### src/rtl/output_transmitter.sv
// Credit-limited link driver: queues crossbar flits and sends them as registered {valid, payload} words.
// One-cycle minimum latency, one flit per cycle; flit_ready_o drops while the queue is full.
module output_transmitter #(
  parameter int FIFO_DEPTH = 4,
  parameter int CREDITS    = 4
) (
  input  logic        clk,
  input  logic        rst,
  input  logic [15:0] flit_i,
  input  logic        flit_valid_i,
  output logic        flit_ready_o,
  input  logic        credit_i,
  output logic [16:0] link_o,
  output logic [3:0]  credit_count_o,
  output logic        credit_err_o
);
  localparam int          AW       = $clog2(FIFO_DEPTH);
  localparam logic [AW:0] FULL_CNT = (AW+1)'(FIFO_DEPTH);
  localparam logic [3:0]  MAX_CRED = 4'(CREDITS);

  logic [15:0]   mem_q [FIFO_DEPTH];
  logic [AW-1:0] wr_ptr_q, wr_ptr_d;
  logic [AW-1:0] rd_ptr_q, rd_ptr_d;
  logic [AW:0]   count_q, count_d;
  logic [3:0]    credits_q, credits_d;
  logic          err_q, err_d;
  logic [16:0]   link_q, link_d;
  logic          push, send, overflow;

  // Ready is derived from registered occupancy only, so a pop cannot make room for a same-edge push.
  assign flit_ready_o = (count_q != FULL_CNT);
  assign push         = flit_valid_i && flit_ready_o;
  assign send         = (count_q != '0) && (credits_q != '0);
  assign overflow     = credit_i && !send && (credits_q == MAX_CRED);

  always_comb begin
    wr_ptr_d  = wr_ptr_q;
    rd_ptr_d  = rd_ptr_q;
    count_d   = count_q;
    credits_d = credits_q;
    err_d     = err_q | overflow;
    link_d    = '0;

    if (push) wr_ptr_d = wr_ptr_q + AW'(1);
    if (send) begin
      rd_ptr_d = rd_ptr_q + AW'(1);
      link_d   = {1'b1, mem_q[rd_ptr_q]};
    end

    case ({push, send})
      2'b10:   count_d = count_q + (AW+1)'(1);
      2'b01:   count_d = count_q - (AW+1)'(1);
      default: count_d = count_q;
    endcase

    if (send && !credit_i)
      credits_d = credits_q - 4'd1;
    else if (!send && credit_i && !overflow)
      credits_d = credits_q + 4'd1;
  end

  always_ff @(posedge clk) begin
    if (push) mem_q[wr_ptr_q] <= flit_i;
  end

  always_ff @(posedge clk or posedge rst) begin
    if (rst) begin
      wr_ptr_q  <= '0;
      rd_ptr_q  <= '0;
      count_q   <= '0;
      credits_q <= MAX_CRED;
      err_q     <= 1'b0;
      link_q    <= '0;
    end else begin
      wr_ptr_q  <= wr_ptr_d;
      rd_ptr_q  <= rd_ptr_d;
      count_q   <= count_d;
      credits_q <= credits_d;
      err_q     <= err_d;
      link_q    <= link_d;
    end
  end

  assign link_o         = link_q;
  assign credit_count_o = credits_q;
  assign credit_err_o   = err_q;
endmodule
### config.mk
export PLATFORM = sky130hd
export DESIGN_NAME = output_transmitter
export DESIGN_NICKNAME = d
export VERILOG_FILES = /design/src/rtl/output_transmitter.sv
export SDC_FILE = /design/constraint.sdc
export NUM_CORES = 1
export LEC_CHECK = 0
export CAP_MARGIN = 30
export CORE_MARGIN = 2
export CORE_UTILIZATION = 40
export CTS_BUF_LIST = sky130_fd_sc_hd__clkbuf_2
export DETAILED_ROUTE_END_ITERATION = 10
export SYNTH_ARGS = -nofsm -noshare
export SYNTH_HDL_FRONTEND = slang
export SYNTH_SLANG_ARGS = --single-unit
### constraint.sdc
create_clock -name clk -period 3.6 [get_ports clk]
set_input_delay 0.72 -clock clk [delete_from_list [all_inputs] [get_ports clk]]
set_output_delay 0.72 -clock clk [all_outputs]
set_load 0.01 [all_outputs]
Word-level counts from Yosys, hierarchy flattened
Memories as Yosys holds them, arrays and structs flattened.
Cells that the tools add are included.
{ "classes": {"muxes": 6, "n_bitwise": 1, "eq_ne": 4, "reduce_logical": 13, "n_addsub": 6} }
{ "ops": {"columns": ["op", "n"], "rows": [
  ["$mux W17", 1],
  ["$mux W4", 2],
  ["$logic_and A1 B1 Y1", 6],
  ["$pmux W3 S2", 1],
  ["$add A2 B1 Y2 const B", 2],
  ["$add A4 B1 Y4 const B", 1],
  ["$eq A4 B3 Y1 const B", 1],
  ["$reduce_bool A2 Y1", 2],
  ["$reduce_bool A4 Y1", 1],
  ["$sub A4 B1 Y4 const B", 1],
  ["$add A3 B1 Y3 const B", 1],
  ["$logic_not A1 Y1", 3],
  ["$ne A3 B3 Y1 const B", 1],
  ["$reduce_bool A3 Y1", 1],
  ["$sub A3 B1 Y3 const B", 1],
  ["$eq A2 B1 Y1 const B", 1],
  ["$eq A2 B2 Y1 const B", 1],
  ["$mux W1", 2],
  ["$or A1 B1 Y1", 1]
]} }
{ "word_totals": {"wordCells": 37, "output_inout_bits": 23, "regBits": 29, "ram_bits": 64, "inputBits": 20, "mem_count": 1} }
{ "memory_table": {"columns": ["name", "depth", "word_bits", "read_ports", "rd_ports_with_merged_regs", "write_ports", "line_no", "text"], "rows": [
  ["mem_q", 4, 16, 1, 0, 1, "21", "logic [15:0] mem_q [FIFO_DEPTH];"]
]} }

Depth between registers and ports, before layout
Gate-level depths: netlist of run 1.
{ "depth": {"word_depth": 9, "ltp_mapped": 10} }

Least setup slack after synthesis of run 1
No wires, ideal clock.
{ "synth_timing": {"path_kind": "register -> register", "start": "register credits_q[2] (netlist: credit_count_o[2])", "end": "register count_q[2]", "path_stages_with_launch": 10, "period_less_slack_ps": 2132, "setup_time_ps": 79, "n_path_buf": 1, "arrival_time_ps": 2053, "slack_ps": 1468, "cell_sequence": "dfstp_2 > nor4_2 > nor2_2 > buf_2 > ha_1 > inv_1 > fa_1 > xor2_1 > nor2_1 > xor2_1"} }
{ "synth_via": {"elab_chain_cells": 4, "word_cells_on_any_way": 6, "cone_classes": "eq/ne (2); mux (1); reduce/logical (3)"} }
{ "synth_rtl": {"columns": ["item", "line_no", "text"], "rows": [
  ["start, declared", "25", "logic [3:0] credits_q, credits_d;"],
  ["start signal, assigned", "78", "credits_q <= credits_d;"],
  ["$reduce_bool A4 Y1 *", "33", "assign send = (count_q != '0) && (credits_q != '0);"],
  ["$logic_and A1 B1 Y1 *", "33", null],
  ["$eq A2 B1 Y1 / $eq A2 B2 Y1 (equally long branches)", "50", "case ({push, send})"],
  ["$pmux W3 S2 / $reduce_bool A2 Y1 (equally long branches)", null, null],
  ["end signal, assigned", "77", "count_q <= count_d;"],
  ["end, declared", "24", "logic [AW:0] count_q, count_d;"]
]} }
Every way passes the cells marked *; elsewhere a longest branch is shown, timed or not.
A chain may end at the register's enable or synchronous reset.

Worst setup path in the final report of run 1
{ "layout_timing": {"start": "register count_q[0]", "end": "output port flit_ready_o"} }
{ "layout_via": {"elab_chain_cells": 1} }
{ "layout_rtl": {"columns": ["item", "line_no", "text"], "rows": [
  ["$ne A3 B3 Y1", "31", "assign flit_ready_o = (count_q != FULL_CNT);"],
  ["end, declared", "11", "output logic flit_ready_o,"]
]} }
No other way between the ends.

==> results of run 1 <==
==> critical path, stage by stage (launching register included) <==
cell and delay [ps]:
dfrtp_1 480, inv_1 100, nand3_1 180, clkdlybuf4s50_1 570
==> sequential cells by signal, summed over array words and instances, names as in the netlist <==
signal and count:
count_q 3, mem_q 64, link_o 17, rd_ptr_q 2, credit_count_o 4, wr_ptr_q 2
credit_err_o 1
==> cell type report <==
cell class                 instances  share of cell area
clock buffer                       9             0.01053
clock inverter                     7             0.01140
inverter                           9            0.007895
multi-input combinational         80              0.2079
sequential                        93              0.6190
tap                              108             0.03158
timing repair buffer              47              0.1117
==> worst max-delay path by stage <==
| stage | endpoint | slack (ps) | cells past startpoint |
|---|---|---|---|
| 2_1_floorplan | count_q[2] | 1470 | 9 |
| 3_3_place_gp | credit_count_o[2] | 1090 | 7 |
| 3_5_place_dp | credit_count_o[2] | 1020 | 7 |
| 4_1_cts | flit_ready_o | 950 | 3 |
| 5_1_grt | flit_ready_o | 890 | 3 |
| 6_report | flit_ready_o | 1020 | 3 |
==> cells in the mapped netlist (2+ instances only) <==
cell type / number / area, um2
xnor2_1: 4 / 35.03
and3_1: 4 / 25.02
o21ai_0: 2 / 10.01
mux4_1: 6 / 157.7
dfrtp_1: 28 / 700.7
and2_1: 17 / 106.4
mux2i_1: 2 / 20.02
ha_1: 6 / 75.07
mux4_2: 10 / 225.2
buf_2: 3 / 15.01
nor3_1: 2 / 10.01
inv_1: 9 / 33.78
edfxtp_1: 64 / 1922
nand2_1: 4 / 15.01
xor2_1: 5 / 43.79
nand3_1: 2 / 10.01
mux2_2: 2 / 22.52
==> cells in the final DEF (no fill, tap or decap), drive strengths merged, types with 2 or more instances in the layout <==
cell and count:
edfxtp 64, clkdlybuf4s50 42, dfrtp 28, and2 17
mux4 16, inv 11, clkbuf 9, ha 6
xor2 5, buf 5, and3 4, nand2 4
xnor2 4, clkinv 4, nor3 3, o21ai 3
nand3 2, mux2i 2, mux2 2, nor2 2
==> layer usage <==
metal | wire length (um) | GRT usage | up-vias | part of all wire
li1 | - | - | 818 | -
met5 | 0 | 0 | - | 0
met4 | 107 | 0.06322 | 0 | 0.019
met2 | 3018 | 0.2100 | 33 | 0.52
met1 | 2465 | 0.1600 | 914 | 0.43
met3 | 172 | 0.02530 | 7 | 0.030
==> power groups by stage <==
stage / clock network, mW / registers, mW / logic, mW
2_1_floorplan: 0 / 1.67 / 0.797
3_3_place_gp: 0 / 1.73 / 1.17
3_5_place_dp: 0 / 1.69 / 1.27
4_1_cts: 0.456 / 1.67 / 1.27
5_1_grt: 0.494 / 1.70 / 1.35
6_report: 0.436 / 1.66 / 1.23
==> per-stage QoR <==
step | hold slack (ps) | worst slack (ps) | util | power, mW
detailed placement | 478.3 | 1022 | 0.4776 | 2.957
global route | 529.2 | 891.1 | 0.4883 | 3.546
CTS | 517.7 | 951.2 | 0.4883 | 3.389
floorplan | 507.0 | 1468 | - | 2.463
global placement | 457.4 | 1093 | 0.4744 | 2.897
finish | 517.9 | 1023 | 0.4883 | 3.327
==> kinds of logic after synthesis <==
kind of cell / count (synthesis) / synth area share
buffers and inverters: 15 / 0.02348
muxes: 20 / 0.1174
DFF: 93 / 0.7310
adders and majority gates: 7 / 0.02624
AOI/OAI and AO/OA: 8 / 0.01692
xor gates and xnor gates: 9 / 0.02175
and+or+nand+nor: 36 / 0.06319
==> metrics.txt, run 1 <==
Slew @ Worst Pin=slightly below 900 ps; Req. time, crit path=roughly 2900 ps; mean post-synth cell area=19.27 um2; layout cells sized above 1=0.1633; Placeable Area=about 8800 um2; DRC=0; clock share of power=0.131; final setup violation count=0; Slew Viols, Final=0; FF-to-FF path depth=10; R2R Path End=count_q[2]; vias post-DR=approximately 1800; Rows=34; vias in the first global route=~1800; P per Cell Area=between 700 and 800 nW/um2; Final Cycle Share=0.7157; Multi-input gate area=a little under 900 um2; H-tree depth=3; wire length per cell=around 16 um; final hold violations=0; synth warn=0; worst setup path start=count_q[0]; die area=slightly below 10000 um2; switching share of power=0.3205; Main synth FF type=edfxtp_1; # hold bufs at CTS=0; CTS Sinks=a little over 90; Final Cell Area=about 4300 um2; FF-to-FF Start=count_q[0]; Mapped Area=between 3000 and 4000 um2; Yosys reg bits=93; RSZ-0062 raised after global routing=false; WL final=5.763 mm; Peak Freq=roughly 390 MHz; postcts setup bufs=0; Fin Clk Skew=roughly 27 ps; DRT Pass-1 Iters=4; clk root buf=clkbuf_2; global route total overflow=0; CTS resizes=0; die height=about 100 um; async set-or-reset flop fraction in the synthesized netlist=0.3118; # fillers=around 770; Worst Hold Class=flip-flop to flip-flop; antenna violations before repair=0; Min-Delay Startpoint=credit_err_o; Layout area overhead=18.09%; first-pass GRT wire length=between 9 and 10 mm; DRT antenna net count=0; GRT Overall Usage=0.1267; Arrival @ worst endpoint=1860 ps; I/O pin count=43; CP endpoint kind=output port; sequential share of power=0.498; Leakage=approximately 1.6 nW; status=finished, final reports clean; largest net degree at the start of global routing=30; Synth Instances=188; EDFF count, synth=64; placed cell area=4185 um2; sequential cell area=2649 um2; Distinct cells, synth=35; Logic pwr share=0.371; Via density=approximately 5.0; cell total after placement=~340; initial DRC count=approximately 110; PortBufs=42; Antenna diodes=0; Die Span X=roughly 100 um; min Tclk post-route=between 2000 and 3000 ps; WHS Endpoint=credit_err_o; Post-DP HPWL=approximately 3.6 mm; NumNets Final=between 200 and 300; Slew headroom=0.4145; crit path kind=flip-flop to output port; Int Pwr=~2.3 mW; Max Cap Viol=0; hold depth=1; fin cells=roughly 350; Starting Density=0.4135; Peak VDD IR=270.7 uV; sequential share of the synthesized area=0.7310; clock buffer count from CTS=9; clk_lat worst skew=520 ps; clock slew at reported path FFs=around 240 ps; setup total negative slack=0 ps; Net Count, Synth=215; Critical Path Source Type=flip-flop; crit-path max FO=6; Reg2Reg Setup Slack=between 1000 and 1500 ps; CTS Buffer Depth=2; CTS tree=yes; GP Congestion=between 0.7 and 0.8; Psw=between 1 and 1.5 mW
(Power assumes the default switching activity.)
==> run 2: changes to the inputs <==
clock period = 2.1 ns   (was 3.6 ns; I/O delays follow)
==> metrics.txt, run 2 (synthesis gave the netlist of run 1 again) <==
antenna violations before repair=0; status=finished, final reports clean; Finished Core Util=0.5129; final hold violations=0; commonest non-fill, non-tap cell in the layout=edfxtp_1; Antenna diodes=0; CP top delay family=buffers and inverters; Top reg by flops=mem_q; GP Congestion=roughly 0.7; vias post-DR=1821; Req. time, crit path=1680 ps; clock buffer count from CTS=9; highest-delay cell along the critical path=clkdlybuf4s50_1; DRC=0; CTS Sinks=93; I/O pin count=43; PortBufs=42; DRT Pass-1 Iters=3; clk root buf=clkbuf_2; pre-CTS setup slack=-30.06 ps; NumNets Final=roughly 290; Layout area overhead=24.03%; placed cell area=4322 um2; DRT antenna net count=0; Peak VDD IR=445.9 uV; H-tree depth=3; vias in the first global route=1916; crit path kind=flip-flop to output port; global route total overflow=0; CTS Buffer Depth=2; Placeable Area=just under 9000 um2; Max Cap Viol=0; critical-path cell list=clkdlybuf4s50_1; final setup violation count=0; number of flip-flops in the largest register=64; Peak Freq=499.3 MHz; Worst Slack Setup Final=approximately 100 ps; CTS tree=yes; Die Span X=roughly 100 um; Post-DP HPWL=~3.8 mm; fin cells=371; initial DRC count=between 70 and 80; P per Cell Area=1366 nW/um2; CP endpoint kind=output port; die height=between 90 and 100 um; Slew headroom=0.6683; crit-path max FO=7; Rows=34; Slew @ Worst Pin=roughly 490 ps; GRT Overall Usage=0.1326; cell total after placement=between 300 and 400; Fin Clk Skew=~43 ps; WL final=6.031 mm; die area=~9800 um2; RSZ-0062 raised after global routing=false; Starting Density=0.4135; most frequent cells in the layout=edfxtp_1, clkdlybuf4s50_1, dfrtp_1; clk_lat worst skew=about 540 ps; min Tclk post-route=2003 ps; Final Cell Area=roughly 4500 um2; Final Cycle Share=0.9537; Arrival @ worst endpoint=roughly 1600 ps; CP max stage delay=about 560 ps; layout cells sized above 1=0.2433; Via density=~5; largest net degree at the start of global routing=30; clock slew at reported path FFs=between 200 and 300 ps; Leakage=1.687 nW; Critical Path Source Type=flip-flop; Slew Viols, Final=0; Crit path buffers/inverters=1; FF-to-FF path depth=10; wire length per cell=16.26 um; first-pass GRT wire length=around 10 mm; Worst Hold Class=input port to asynchronous set/reset pin; Worst path depth=1
## run 2: cell types whose count changed in the layout (fill, tap and decap cells not counted), sizes merged, moves of 2 or more
cell	previous run	this run
buf	5	23
clkinv	4	1
clkdlybuf4s50	42	40
inv	11	13
## run 2: cell type report
cell class | count | area [um2]
Inverter | 9 | 33.78
Clock inverter | 7 | 80.08
Fill cell | 734 | 4269
Sequential cell | 93 | 2653
Tap cell | 108 | 135.1
Timing Repair Buffer | 65 | 641.9
Multi-Input combinational cell | 80 | 905.9
Clock buffer | 9 | 45.04
## run 2: timing repair
action                                  4_1_cts  5_1_grt
endpoints found under the hold margin         0        0
resized for setup                             6        2
endpoints found under the setup margin        4        4
hold buffers                                  0        0
buffers inserted                              2        4
## run 2: per-layer routing
layer,track usage,wire [um],up-vias
li1,-,-,856
met4,0.06006,104,0
met5,0,0,-
met3,0.02670,211,9
met2,0.2297,3068,31
met1,0.1609,2647,925
## run 2: worst paths after layout
check | from | end | slack [ps]
max | credit_count_o[1] | credit_count_o[1] | 100
min | rst | count_q[1] | 220
max reg2reg | count_q[1] | count_q[2] | 150
min in group clk | flit_i[14] | mem_q[2][14] | 500
min reg2reg | credit_err_o | credit_err_o | 520
max in group asynchronous | rst | credit_count_o[1] | 1560
## run 2: power breakdown
group          leakage, nW  internal, mW  switching (mW)
registers            0.933          2.53           0.222
logic                0.679          1.38            1.10
clock network       0.0752         0.295           0.617
## run 2: per-stage QoR
stage | TNS, ps | hold WS (ps) | total power, mW
2_1_floorplan | 0 | 497.4 | 4.278
3_3_place_gp | 0 | 452.6 | 5.193
3_5_place_dp | -30.06 | 475.9 | 5.241
4_1_cts | 0 | 179.8 | 6.174
5_1_grt | 0 | 214.3 | 6.534
6_report | 0 | 215.3 | 6.137
==> run 3: changes to the inputs <==
CORE_UTILIZATION = 50   (was 40)
PLACE_DENSITY = 0.75   (was unset)
==> metrics.txt, run 3 (synthesis gave the netlist of run 1 again) <==
I/O pin count=43; sequential share of power=0.462; GP Congestion=between 0.8 and 0.9; CTS tree=yes; Peak VDD IR=509.6 uV; PortBufs=42; antenna violations before repair=0; Peak Freq=approximately 500 MHz; sequential cell area=~2700 um2; wire length per cell=roughly 16 um; highest-delay cell along the critical path=clkdlybuf4s50_1; P per Cell Area=about 1300 nW/um2; status=finished, final reports clean; Critical Path Source Type=flip-flop; vias post-DR=between 1500 and 2000; Leakage=~1.7 nW; clk_lat worst skew=roughly 530 ps; Final Cycle Share=0.9504; DRT Pass-1 Iters=4; clock slew at reported path FFs=approximately 250 ps; GRT Overall Usage=0.1580; Post-DP HPWL=3.647 mm; global route total overflow=0; # fillers=between 500 and 600; clk root buf=clkbuf_2; Slew @ Worst Pin=about 510 ps; critical-path cell list=clkdlybuf4s50_1; Req. time, crit path=1680 ps; Hold WS=~220 ps; crit-path max FO=6; Slew Viols, Final=0; Psw=between 1.5 and 2 mW; Crit path buffers/inverters=1; CP max stage delay=~560 ps; most frequent cells in the layout=edfxtp_1, clkdlybuf4s50_1, dfrtp_1; Die Span X=approximately 89 um; Top reg by flops=mem_q; clock buffer count from CTS=9; CP top delay family=buffers and inverters; Placeable Area=7137 um2; # hold bufs at CTS=0; Logic pwr share=0.407; CTS Sinks=93; min Tclk post-route=about 2000 ps; CTS Buffer Depth=2; Arrival @ worst endpoint=roughly 1600 ps; DRC=0; WL final=between 5 and 6 mm; H-tree depth=3; die height=89.13 um; Multi-input gate area=905.9 um2; NumNets Final=between 200 and 300; initial DRC count=121; number of flip-flops in the largest register=64; placed cell area=between 4000 and 5000 um2; vias in the first global route=~1800; Worst Hold Class=input port to asynchronous set/reset pin; Max Cap Viol=0; clock share of power=0.131; commonest non-fill, non-tap cell in the layout=edfxtp_1; final hold violations=0; die area=~7900 um2; Int Pwr=slightly above 4 mW; first-pass GRT wire length=8.866 mm; Rows=31; Final Cell Area=approximately 4500 um2; RSZ-0062 raised after global routing=false; largest net degree at the start of global routing=30; final setup violation count=0; Antenna diodes=0; CP endpoint kind=output port; switching share of power=0.3203; Starting Density=0.5077; setup total negative slack=0 ps; DRT antenna net count=0; Via density=~5.0; Fin Clk Skew=between 20 and 25 ps; Slew headroom=0.6548; crit path kind=flip-flop to output port; Layout area overhead=22.89%; layout cells sized above 1=0.2405
[run 3: cell types whose count changed in the layout (fill, tap and decap cells not counted), sizes merged]
cell / before / now
clkinv: 1 / 2
buf: 23 / 22
inv: 13 / 12
bufinv: 1 / 0
clkinvlp: 1 / 2
[run 3: timing repair]
action / CTS / global route
setup buffers: 1 / 4
endpoints found under the setup margin: 5 / 3
hold endpoints to repair: 0 / 0
resized for setup: 8 / 1
[run 3: worst paths after layout]
path | slack, ps | end | depth (start not counted) | start
min | 220 | link_o[2] | 3 | rst
min in group clk | 480 | mem_q[1][10] | 1 | flit_i[10]
max | 100 | credit_count_o[3] | 1 | credit_count_o[3]
max reg2reg | 140 | count_q[2] | 10 | count_q[0]
max in group asynchronous | 1540 | credit_count_o[2] | 3 | rst
min reg2reg | 510 | credit_err_o | 1 | credit_err_o
[run 3: layer usage]
layer	share of wire	GRT usage	vias up
li1	-	-	854
met1	0.42	0.1924	882
met2	0.52	0.2714	48
met3	0.035	0.02770	13
met4	0.024	0.08141	0
met5	0	0	-
[run 3: area by class of cell]
class / count / area share
sequential: 93 / 0.5960
multi-input combinational: 80 / 0.2034
clock buffer: 9 / 0.01012
timing repair buffer: 64 / 0.1425
tap: 99 / 0.02782
inverter: 9 / 0.007586
clock inverter: 7 / 0.01264
[run 3: through the flow]
stage	utilization	worst slack [ps]	power, mW	std cells
final	0.6239	104.3	5.986	361
after global placement	0.6040	6.373	5.145	340
after CTS	0.6196	34.54	6.012	357
after floorplan	-	36.69	4.278	188
after detailed placement	0.6040	-57.32	5.220	340
after global routing	0.6239	1.517	6.397	361
[run 3: power by group through the flow]
stage | registers (mW) | logic, mW | clock network (mW)
after floorplan | 2.87 | 1.41 | 0
after global placement | 2.82 | 2.32 | 0
after detailed placement | 2.84 | 2.38 | 0
after CTS | 2.80 | 2.40 | 0.814
after global routing | 2.82 | 2.69 | 0.886
final | 2.77 | 2.43 | 0.784
